$ cat src/rtl/cpu_div_pkg.sv
// Shared definitions for the multi-cycle DIV/DIVU sequencer.
package cpu_div_pkg;

    // Default operand/result width of the integer divider.
    localparam int DIV_WIDTH = 32;

    // Step counter width: must hold WIDTH-1, with one spare bit of headroom.
    function automatic int div_cnt_width(input int width);
        return $clog2(width) + 1;
    endfunction

    localparam int DIV_CNT_WIDTH = div_cnt_width(DIV_WIDTH);

    typedef enum logic [1:0] {
        IDLE = 2'd0,
        BUSY = 2'd1,
        DONE = 2'd2
    } div_state_e;

endpackage

$ cat src/rtl/div_restoring_step.sv
// One combinational restoring-division step: shift in the next dividend bit,
// trial-subtract the divisor and keep the difference when it is non-negative.
module div_restoring_step #(
    parameter int WIDTH = 32
) (
    input  logic [WIDTH:0]   rem,
    input  logic             dividend_msb,
    input  logic [WIDTH-1:0] divisor,
    output logic [WIDTH:0]   rem_next,
    output logic             q_bit
);

    logic [WIDTH+1:0] shifted_s;
    logic [WIDTH+1:0] trial_s;

    // Trial subtract one bit wider than the remainder so a borrow shows up in the MSB.
    always_comb begin
        shifted_s = {rem, dividend_msb};
        trial_s   = shifted_s - {2'b00, divisor};
        if (trial_s[WIDTH+1] == 1'b0) begin
            rem_next = trial_s[WIDTH:0];
            q_bit    = 1'b1;
        end else begin
            rem_next = shifted_s[WIDTH:0];
            q_bit    = 1'b0;
        end
    end

endmodule

$ cat src/rtl/div_seq_ctrl.sv
// DIV/DIVU sequencer beside EX: runs an iterative restoring divider on operand
// magnitudes, stalls the pipeline while it works, and pulses the HI/LO write
// with sign-corrected results in a single DONE cycle.
module div_seq_ctrl
    import cpu_div_pkg::*;
#(
    parameter int WIDTH = DIV_WIDTH
) (
    input  logic             clk,
    input  logic             rst,
    input  logic             start,
    input  logic             is_signed,
    input  logic             cancel,
    input  logic [WIDTH-1:0] a,
    input  logic [WIDTH-1:0] b,
    output logic             stall,
    output logic             busy,
    output logic             hilo_we,
    output logic [WIDTH-1:0] hi_d,
    output logic [WIDTH-1:0] lo_d
);

    localparam int CNT_W = div_cnt_width(WIDTH);

    div_state_e       state_r;
    div_state_e       state_next_s;
    logic [CNT_W-1:0] cnt_r;
    logic [WIDTH:0]   rem_r;
    logic [WIDTH-1:0] dq_r;       // dividend shifting out, quotient shifting in
    logic [WIDTH-1:0] dvs_r;
    logic             neg_q_r;
    logic             neg_rem_r;

    logic             a_neg_s;
    logic             b_neg_s;
    logic [WIDTH-1:0] a_mag_s;
    logic [WIDTH-1:0] b_mag_s;
    logic [WIDTH-1:0] q_fix_s;
    logic [WIDTH-1:0] r_fix_s;
    logic [WIDTH:0]   rem_next_s;
    logic             q_bit_s;
    logic             load_s;
    logic             step_s;

    div_restoring_step #(.WIDTH(WIDTH)) u_step (
        .rem          (rem_r),
        .dividend_msb (dq_r[WIDTH-1]),
        .divisor      (dvs_r),
        .rem_next     (rem_next_s),
        .q_bit        (q_bit_s)
    );

    // Operand magnitudes; only signed operations treat the MSB as a sign.
    always_comb begin
        a_neg_s = is_signed & a[WIDTH-1];
        b_neg_s = is_signed & b[WIDTH-1];
        if (a_neg_s) begin
            a_mag_s = ~a + WIDTH'(1);
        end else begin
            a_mag_s = a;
        end
        if (b_neg_s) begin
            b_mag_s = ~b + WIDTH'(1);
        end else begin
            b_mag_s = b;
        end
    end

    // Sign correction of the finished magnitudes; -2^(W-1)/-1 wraps naturally.
    always_comb begin
        if (neg_q_r) begin
            q_fix_s = ~dq_r + WIDTH'(1);
        end else begin
            q_fix_s = dq_r;
        end
        if (neg_rem_r) begin
            r_fix_s = ~rem_r[WIDTH-1:0] + WIDTH'(1);
        end else begin
            r_fix_s = rem_r[WIDTH-1:0];
        end
    end

    // State register.
    always_ff @(posedge clk or posedge rst) begin
        if (rst) begin
            state_r <= IDLE;
        end else begin
            state_r <= state_next_s;
        end
    end

    // Next state and outputs; cancel wins over everything and drops stall at once.
    always_comb begin
        state_next_s = state_r;
        stall        = 1'b0;
        busy         = 1'b0;
        hilo_we      = 1'b0;
        hi_d         = '0;
        lo_d         = '0;
        load_s       = 1'b0;
        step_s       = 1'b0;
        case (state_r)
            IDLE: begin
                if (start && !cancel) begin
                    load_s       = 1'b1;
                    stall        = 1'b1;
                    state_next_s = BUSY;
                end else begin
                    state_next_s = IDLE;
                end
            end
            BUSY: begin
                busy = 1'b1;
                if (cancel) begin
                    state_next_s = IDLE;
                end else begin
                    stall  = 1'b1;
                    step_s = 1'b1;
                    if (cnt_r == CNT_W'(WIDTH - 1)) begin
                        state_next_s = DONE;
                    end else begin
                        state_next_s = BUSY;
                    end
                end
            end
            DONE: begin
                busy         = 1'b1;
                state_next_s = IDLE;
                if (!cancel) begin
                    hilo_we = 1'b1;
                    hi_d    = r_fix_s;
                    lo_d    = q_fix_s;
                end else begin
                    hilo_we = 1'b0;
                end
            end
            default: begin
                state_next_s = IDLE;
            end
        endcase
    end

    // Datapath: capture operands on issue, then one restoring step per BUSY cycle.
    always_ff @(posedge clk or posedge rst) begin
        if (rst) begin
            cnt_r     <= '0;
            rem_r     <= '0;
            dq_r      <= '0;
            dvs_r     <= '0;
            neg_q_r   <= 1'b0;
            neg_rem_r <= 1'b0;
        end else if (load_s) begin
            cnt_r     <= '0;
            rem_r     <= '0;
            dq_r      <= a_mag_s;
            dvs_r     <= b_mag_s;
            neg_q_r   <= a_neg_s ^ b_neg_s;
            neg_rem_r <= a_neg_s;
        end else if (step_s) begin
            cnt_r     <= cnt_r + CNT_W'(1);
            rem_r     <= rem_next_s;
            dq_r      <= {dq_r[WIDTH-2:0], q_bit_s};
        end
    end

endmodule

$ cat config.mk
export PLATFORM = sky130hd
export DESIGN_NAME = div_seq_ctrl
export DESIGN_NICKNAME = d
export VERILOG_FILES = /design/src/rtl/cpu_div_pkg.sv /design/src/rtl/div_restoring_step.sv /design/src/rtl/div_seq_ctrl.sv
export SDC_FILE = /design/constraint.sdc
export NUM_CORES = 1
export LEC_CHECK = 0
export BUFFER_PORTS_ARGS = -buffer_cell sky130_fd_sc_hd__clkbuf_2
export CAP_MARGIN = 30
export CORE_UTILIZATION = 40
export CTS_CLUSTER_SIZE = 10
export DETAILED_ROUTE_END_ITERATION = 7
export PLACE_DENSITY = 0.7
export SYNTH_ARGS = -nofsm -noshare
export SYNTH_HDL_FRONTEND = slang
export SYNTH_SLANG_ARGS = --single-unit
$ cat constraint.sdc
create_clock -name clk -period 4 [get_ports clk]
set_clock_uncertainty 0.1 [all_clocks]
set_input_delay 0 -clock clk [delete_from_list [all_inputs] [get_ports clk]]
set_output_delay 0 -clock clk [all_outputs]
set_load 0.01 [all_outputs]
# [Word-level counts from Yosys, hierarchy flattened]
# Cells that the tools add are included.
[word_totals] register_bits=107 latch_bits=0 ram_bits=0 romBits=0 in_bits=69 output_inout_bits=67 elab_cells=55 n_memories=0
[classes] add_sub_neg=6 mul=0 div=0 n_lt_le_gt_ge=0 n_eq_ne=3 n_shift=0 n_mux=27 n_bitwise=7 n_reduce_logical=5
[ops] operator="$mux W32" count=10
[ops] operator="$add A32 B1 Y32 const B" count=4
[ops] operator="$not A32 Y32" count=4
[ops] operator="$mux W33" count=3
[ops] operator="$sub A34 B32 Y34" count=1
[ops] operator="$mux W6" count=2
[ops] operator="$mux W1" count=8
[ops] operator="$add A6 B1 Y6 const B" count=1
[ops] operator="$eq A6 B5 Y1 const B" count=1
[ops] operator="$mux W2" count=2
[ops] operator="$pmux W2 S2" count=1
[ops] operator="$and A1 B1 Y1" count=2
[ops] operator="$eq A2 B1 Y1 const B" count=1
[ops] operator="$eq A2 B2 Y1 const B" count=1
[ops] operator="$logic_not A2 Y1" count=1
[ops] operator="$pmux W1 S2" count=1
[ops] operator="$reduce_bool A2 Y1" count=1
[ops] operator="$reduce_or A2 Y1" count=1
[ops] operator="$logic_and A1 B1 Y1" count=1
[ops] operator="$logic_not A1 Y1" count=1
[ops] operator="$xor A1 B1 Y1" count=1

# [Longest topological paths before layout]
# Gate-level depths: netlist (run 1).
[logic_depth] ltp_word=5 ltp_mapped=13 ltp_nobuf=13

# [By module]
# From an unflattened synthesis (run 1), not the netlist that was laid out.
[hier_totals] hier_cells=1258 hier_area_um2=9698.1
[by_module_without_submodules] mod="div_seq_ctrl" n_inst=1 cells_per_inst=930 area_each_um2=7527.2 seq_area_each_um2=2677.6
[by_module_without_submodules] mod="div_restoring_step" n_inst=1 cells_per_inst=328 area_each_um2=2170.8 seq_area_each_um2=0.0

# [Least setup slack after synthesis (run 1)]
# OpenSTA, ideal clock, no wires.
[synth_path] path_kind="register -> register" start="reg rem_r[0]" end="reg rem_r[3]" setup_ps=127 t_arrival_ps=3106 t_required_ps=3773 path_slack_ps=667 path_stages_with_launch=12 path_buffers=1 period_less_slack_ps=3333 path_cell_list="dfrtp_1 -> ha_1 -> nor2b_1 -> o31a_1 -> o31ai_1 -> o31a_1 -> a211oi_1 -> o41ai_1 -> nor2_1 -> buf_2 -> mux2i_1 -> o2bb2ai_1"
[synth_between] elab_chain_cells=4
[synth_lines] item="start: declaration" line="div_seq_ctrl.sv:28" rtl="logic [WIDTH:0] rem_r;"
[synth_lines] item="start signal: assignment" line="div_seq_ctrl.sv:161" rtl="rem_r <= rem_next_s;"
[synth_lines] item="$sub A34 B32 Y34" line="div_restoring_step.sv:19" rtl="trial_s = shifted_s - {2'b00, divisor};"
[synth_lines] item="$mux W33" line="div_restoring_step.sv:20" rtl="if (trial_s[WIDTH+1] == 1'b0) begin"
[synth_lines] item="$mux W33" line="div_seq_ctrl.sv:159" rtl="end else if (step_s) begin"
[synth_lines] item="$mux W33" line="div_seq_ctrl.sv:152" rtl="end else if (load_s) begin"
# Every way passes these cells. The select of a mux whose other input is x is not followed.
# A chain may end at the register's enable or synchronous reset.

# [Worst setup path after layout (run 1)]
[layout_path] start="reg rem_r[4]" end="out hi_d[28]"
[layout_between] elab_chain_cells=5
[layout_lines] item="$not A32 Y32" line="div_seq_ctrl.sv:77" rtl="r_fix_s = ~rem_r[WIDTH-1:0] + WIDTH'(1);"
[layout_lines] item="$add A32 B1 Y32" line="div_seq_ctrl.sv:77"
[layout_lines] item="$mux W32" line="div_seq_ctrl.sv:76" rtl="if (neg_rem_r) begin"
[layout_lines] item="$mux W32" line="div_seq_ctrl.sv:129" rtl="if (!cancel) begin"
[layout_lines] item="$mux W32" line="div_seq_ctrl.sv:102" rtl="case (state_r)"
[layout_lines] item="end: declaration" line="div_seq_ctrl.sv:19" rtl="output logic [WIDTH-1:0] hi_d,"
# Every way passes these cells.

==> out/metrics.yaml, run 1 <==
pwr-share-comb_pct: 33.2
cts_setup_buffers: 0
htree_num_levels: 3
pwr-share-clk_pct: 29.3
cts_tree: "built"
p_switching_w: 0.00135
clockBufferDepth: 2
synth_area_leaders: "dfrtp_1, xor2_1, o21ai_0, ha_1, nand2_1"
min_period_over_period_pct: 95.4
drc: 0
synth_nets: 1249
critPathLaunchType: "flop"
ys_ff_latch: 107
io_buffers: 135
synth_warnings: 0
dp.cells: 1517
drtAntennaViolNets: 0
crit_required_ns: 3.90
synth.cell_area_um2: 9040
max_slew_margin_pct: 34.9
wl_um: 26200
fin_ws_ns: 0.186
die_h_um: 152
final_hold_viol_count: 0
end_kind: "output pin"
min_to: "state_r[0]$_DFF_PP0_"
p_sw_share_pct: 35.2
core-area_um2: 22000
synthFlopType: "dfrtp_1"
hp-start: "cancel"
tightest_slew_ns: 0.974
finalNonFillerCells: 1606
wl_per_cell_um: 16.3
layout_min_cycle_time_ns: 3.81
synth_cells: 1139
register_area_um2: 2680
hpwl_um: 19300
holdPathStages: 4
ys_top_cells_by_count: "o21ai_0, nand2_1, nor2_1"
vias: 9042
viasPerCell: 5.63
regToRegEndpoint: "rem_r[9]$_DFFE_PP0N_"
syn_avg_cell_area_um2: 7.93
grt_setup_unrepaired: "no"
place_ws_ns: 0.446
rows: 54
outcome: "finished clean"
synthArstFlopShare_pct: 100
synth_top_area_cell: "dfrtp_1"
nets: 1431
clock_latency_ns: 0.36
cts_root_buf: "clkbuf_16"
crit_type: "flop to output pin"
nFillCells: 2042
die-area_um2: 23200
antenna_cells: 0
netlist.area_leader.share_pct: 29.6
intPower_w: 0.00249
gp_congestion: 0.881
setup_violations: 0
yosysSeqAreaShare_pct: 29.6
p_leak_nw: 5.01
min_path_type: "input pin to flop"
synth_cell_types: 69
grt_usage_pct: 23.0
grt-ovfl-total: 0
power_density_nw_per_um2: 344
synth_edf_count: 0
numCtsBuffers: 9
die_width_um: 152
initial_core_util_pct: 41.2
reg2reg_depth: 12
drive_gt1_share_pct: 14.5
fmax_mhz: 262
clock_sinks: 107
peakVddDrop_v: 0.000220
firstDrtPassIters: 7
initialDrtViolationCount: 594
area_growth_pct: 23.4
grt_max_degree: 70
antenna_found_initial: 0
grt_pass1_wl_um: 43600
grt_pass1_vias: 8667
finalPower_w: 0.00384
reg2reg_from: "rem_r[2]$_DFFE_PP0N_"
arrival_ns: 3.71
yosysMostFrequentCell: "o21ai_0"
finalSetupTns_ns: 0
cp_max_fo: 6
io_pins: 136
multi_input_area_um2: 5950
power_frac_seq_pct: 37.5
slew_violations: 0
rrSetupSlack_ns: 0.46
clk_pin_slew_ns: 0.07
drv_cap: 0
[cell type report]
cell class	instances	area share, %
multi-input combinational	919	53.4
tap	280	3.14
inverter	58	1.97
clock buffer	10	2.14
sequential	107	24.0
timing repair buffer	226	14.2
clock inverter	6	1.20
[power by group through the flow]
| stage | Sequential, W | Clock (W) | Combinational (W) |
|---|---|---|---|
| floorplan | 0.00139 | 0 | 0.000912 |
| global route | 0.00146 | 0.00118 | 0.00144 |
| global placement | 0.00145 | 0 | 0.00116 |
| CTS | 0.00143 | 0.00113 | 0.00127 |
| detailed placement | 0.00145 | 0 | 0.00120 |
| finish | 0.00144 | 0.00112 | 0.00128 |
[metal layers]
metal / wire length [um] / GRT usage [%] / up-vias
li1: - / - / 4421
met1: 12200 / 31.0 / 4317
met2: 12200 / 37.9 / 244
met3: 1080 / 2.45 / 60
met4: 780 / 8.89 / 0
met5: 0 / 0 / -
[cells by family (layout without fill, tap and decap cells)]
logic type | after synthesis | count (layout) | synth area share, %
flip-flops | 107 | 107 | 29.6
AO/OA/AOI/OAI | 344 | 344 | 24.1
adder cells (fa/ha/maj) | 41 | 41 | 5.76
XOR/XNOR | 146 | 146 | 14.2
multiplexers | 20 | 20 | 2.22
buffers and inverters | 113 | 300 | 4.96
AND/OR/NAND/NOR | 368 | 368 | 19.2
[sequential cells by signal, summed over array words and instances, names as in the netlist]
register	count
neg_rem_r	1
state_r	2
dvs_r	32
cnt_r	6
rem_r	33
neg_q_r	1
dq_r	32
[worst max-delay path by stage]
| stage | start | endpoint | cells after the start |
|---|---|---|---|
| after floorplan | rem_r[0]$_DFFE_PP0N_ | rem_r[3]$_DFFE_PP0N_ | 11 |
| after global placement | rem_r[5]$_DFFE_PP0N_ | hi_d[29] | 10 |
| after detailed placement | rem_r[5]$_DFFE_PP0N_ | hi_d[29] | 10 |
| after CTS | rem_r[5]$_DFFE_PP0N_ | hi_d[29] | 10 |
| after global routing | dq_r[0]$_DFFE_PP0N_ | lo_d[30] | 12 |
| final | rem_r[4]$_DFFE_PP0N_ | hi_d[28] | 10 |
[cell usage in the layout (no fill, tap or decap), drive strengths merged, types with 20 or more instances in the layout]
cell type and count:
xnor2 51, o21ai 135, nor2 117, dlygate4sd3 73, dfrtp 107, nand2 123, clkbuf 145, mux2i 20
xor2 95, nor3 22, a22oi 28, inv 59, ha 40, a21oi 52, o31ai 37
[metrics by stage]
stage                     util [%]  instance area, um^2  hold WS, ns
after floorplan                  -                 9040       0.0327
after global placement        45.4                 9980        0.182
after detailed placement      45.7                10000       -0.138
after CTS                     50.7                11100      0.00636
after global routing          50.8                11200       0.0498
final                         50.8                11200       0.0164
[critical path, stage by stage (launching register included)]
cell and delay, ns:
dfrtp_1 0.45, or3_4 0.40, or4_4 0.45, or4_4 0.45, or3_4 0.42, nand2b_4 0.16, or4_4 0.47, o31ai_4 0.19
xor2_1 0.16, nor2_1 0.05, clkbuf_2 0.14
[timing repair]
action	4_1_cts	5_1_grt
hold buffers	73	0
endpoints found under the setup margin	0	4
endpoints found under the hold margin	141	0
gates resized for setup	0	4
No activity file was read; power rests on OpenSTA's default activity.
==> inputs of run 2 (changes only) <==
CORE_UTILIZATION = 49   (was 40)
PLACE_DENSITY = 0.81   (was 0.7)
==> out/metrics.yaml, run 2 (synthesized netlist as in run 1, its figures left out) <==
holdWs_ns: 0.0438  # was 0.0164 ns
min_period_over_period_pct: 97.8  # was 95.4%
grt_pass1_wl_um: 40900  # was 43,600 um
die_width_um: 138  # was 152 um
regMostFlops: "rem_r"  # unchanged
die_h_um: 138  # was 152 um
wl_per_cell_um: 17.0  # was 16.3 um
min_path_type: "input pin to flop"  # unchanged
clockBufferDepth: 2  # unchanged
p_leak_nw: 4.95  # was 5.01 nW
critPathLaunchType: "flop"  # unchanged
outcome: "finished clean"  # unchanged
clk_pin_slew_ns: 0.07  # about the same
cts_root_buf: "clkbuf_16"  # unchanged
crit_required_ns: 3.90  # about the same
drive_gt1_share_pct: 14.6  # was 14.5%
cp_max_fo: 5  # was 6
viasPerCell: 5.95  # was 5.63
end_kind: "output pin"  # unchanged
firstDrtPassIters: 8  # was 7
pwr-share-clk_pct: 27.4  # was 29.3%
slew_violations: 0  # unchanged
reg2reg_depth: 12  # unchanged
final_hold_viol_count: 0  # unchanged
peakVddDrop_v: 0.000225  # was 0.000220 V
antenna_found_initial: 0  # unchanged
holdPathStages: 4  # unchanged
max_slew_margin_pct: 32.6  # was 34.9%
p_sw_share_pct: 36.3  # was 35.2%
initialDrtViolationCount: 720  # was 594
grt_usage_pct: 27.4  # was 23.0%
min_to: "cnt_r[3]$_DFFE_PP0N_"  # was state_r[0]$_DFF_PP0_
io_buffers: 135  # unchanged
drtAntennaViolNets: 0  # unchanged
numCtsBuffers: 9  # unchanged
layout_common_cells: "clkbuf_2, o21ai_0, nand2_1"  # unchanged
cts_tree: "built"  # unchanged
reg2reg_from: "rem_r[0]$_DFFE_PP0N_"  # was rem_r[2]$_DFFE_PP0N_
nets: 1424  # was 1,431
tightest_slew_ns: 1.01  # was 0.974 ns
intPower_w: 0.00237  # was 0.00249 W
rrSetupSlack_ns: 0.29  # was 0.46 ns
rows: 49  # was 54
initial_core_util_pct: 50.1  # was 41.2%
place_ws_ns: 0.406  # was 0.446 ns
regToRegEndpoint: "rem_r[1]$_DFFE_PP0N_"  # was rem_r[9]$_DFFE_PP0N_
area_growth_pct: 21.5  # was 23.4%
grt_setup_unrepaired: "yes"  # was no
hp-start: "cancel"  # unchanged
wl_um: 26300  # was 26,200 um
gp_congestion: 1.01  # was 0.881
grt_max_degree: 66  # was 70
layout_min_cycle_time_ns: 3.91  # was 3.81 ns
antenna_cells: 0  # unchanged
nFillCells: 1573  # was 2,042
vias: 9204  # was 9,042
grt-ovfl-total: 0  # unchanged
die-area_um2: 19000  # was 23,200 um^2
io_pins: 136  # unchanged
setup_violations: 0  # unchanged
drc: 0  # unchanged
htree_num_levels: 3  # unchanged
grt_pass1_vias: 8371  # was 8,667
dp.cells: 1461  # was 1,517
power_frac_seq_pct: 38.5  # was 37.5%
arrival_ns: 3.81  # was 3.71 ns
finalNonFillerCells: 1548  # was 1,606
core-area_um2: 18000  # was 22,000 um^2
clock_sinks: 107  # unchanged
fin_ws_ns: 0.0893  # was 0.186 ns
drv_cap: 0  # unchanged
power_density_nw_per_um2: 339  # was 344 nW/um^2
largest_reg_flops: 33  # unchanged
pwr-share-comb_pct: 34.1  # was 33.2%
clock_latency_ns: 0.36  # about the same
fmax_mhz: 256  # was 262 MHz
top_regs: "rem_r: 33 flops, dq_r: 32 flops, dvs_r: 32 flops"  # unchanged
p_switching_w: 0.00135  # about the same
hpwl_um: 18400  # was 19,300 um
final_common_cell: "clkbuf_2"  # unchanged
crit_type: "flop to output pin"  # unchanged
[run 2: repair_timing]
| action | in CTS | in global routing |
|---|---|---|
| endpoints found under the setup margin | 0 | 6 |
| hold buffers | 67 | 0 |
| hold endpoints to repair | 169 | 0 |
| setup buffers | 0 | 3 |
| gates resized for setup | 0 | 6 |
[run 2: through the flow]
stage | power [W] | utilization (%) | cell area, um^2 | setup TNS (ns)
2_1_floorplan | 0.00230 | - | 9040 | 0
3_3_place_gp | 0.00258 | 54.8 | 9880 | 0
3_5_place_dp | 0.00262 | 55.0 | 9910 | 0
4_1_cts | 0.00369 | 60.6 | 10900 | 0
5_1_grt | 0.00394 | 60.9 | 11000 | -0.0168
6_report | 0.00373 | 60.9 | 11000 | 0
[run 2: routing by layer]
metal	global-route usage [%]	routed length, um	up-vias
li1	-	-	4408
met1	37.3	11700	4341
met2	44.2	12100	389
met3	3.46	1810	66
met4	10.4	742	0
met5	0	0	-
[run 2: power groups by stage]
stage               clock (W)  sequential [W]  combinational [W]
floorplan                   0         0.00139           0.000912
global placement            0         0.00144            0.00113
detailed placement          0         0.00146            0.00117
CTS                   0.00102         0.00144            0.00122
global route          0.00106         0.00146            0.00141
finish                0.00102         0.00144            0.00127
[run 2: cell type report]
class	instances	area, um^2	share of cell area [%]
tap	229	287	2.61
sequential	107	2680	24.4
multi-input combinational	919	5940	54.1
timing repair buffer	219	1510	13.8
inverter	58	220	2.01
clock inverter	5	83.8	0.763
clock buffer	11	253	2.30
[run 2: critical path: stages, from the launching register on]
cell,delay [ns]
dfrtp_2,0.43
or3_4,0.40
or4_4,0.45
or4_4,0.45
or3_4,0.38
nand2b_4,0.16
or4_4,0.46
o31ai_4,0.27
xor2_1,0.20
nor2_1,0.06
buf_2,0.18
[run 2: worst max-delay path by stage]
| stage | start | to | slack [ns] | depth (start not counted) |
|---|---|---|---|---|
| 2_1_floorplan | rem_r[0]$_DFFE_PP0N_ | rem_r[3]$_DFFE_PP0N_ | 0.67 | 11 |
| 3_3_place_gp | rem_r[4]$_DFFE_PP0N_ | hi_d[30] | 0.50 | 10 |
| 3_5_place_dp | rem_r[0]$_DFFE_PP0N_ | rem_r[1]$_DFFE_PP0N_ | 0.41 | 12 |
| 4_1_cts | rem_r[5]$_DFFE_PP0N_ | hi_d[28] | 0.09 | 10 |
| 5_1_grt | rem_r[5]$_DFFE_PP0N_ | hi_d[29] | -0.009 | 10 |
| 6_report | rem_r[5]$_DFFE_PP0N_ | hi_d[28] | 0.09 | 10 |
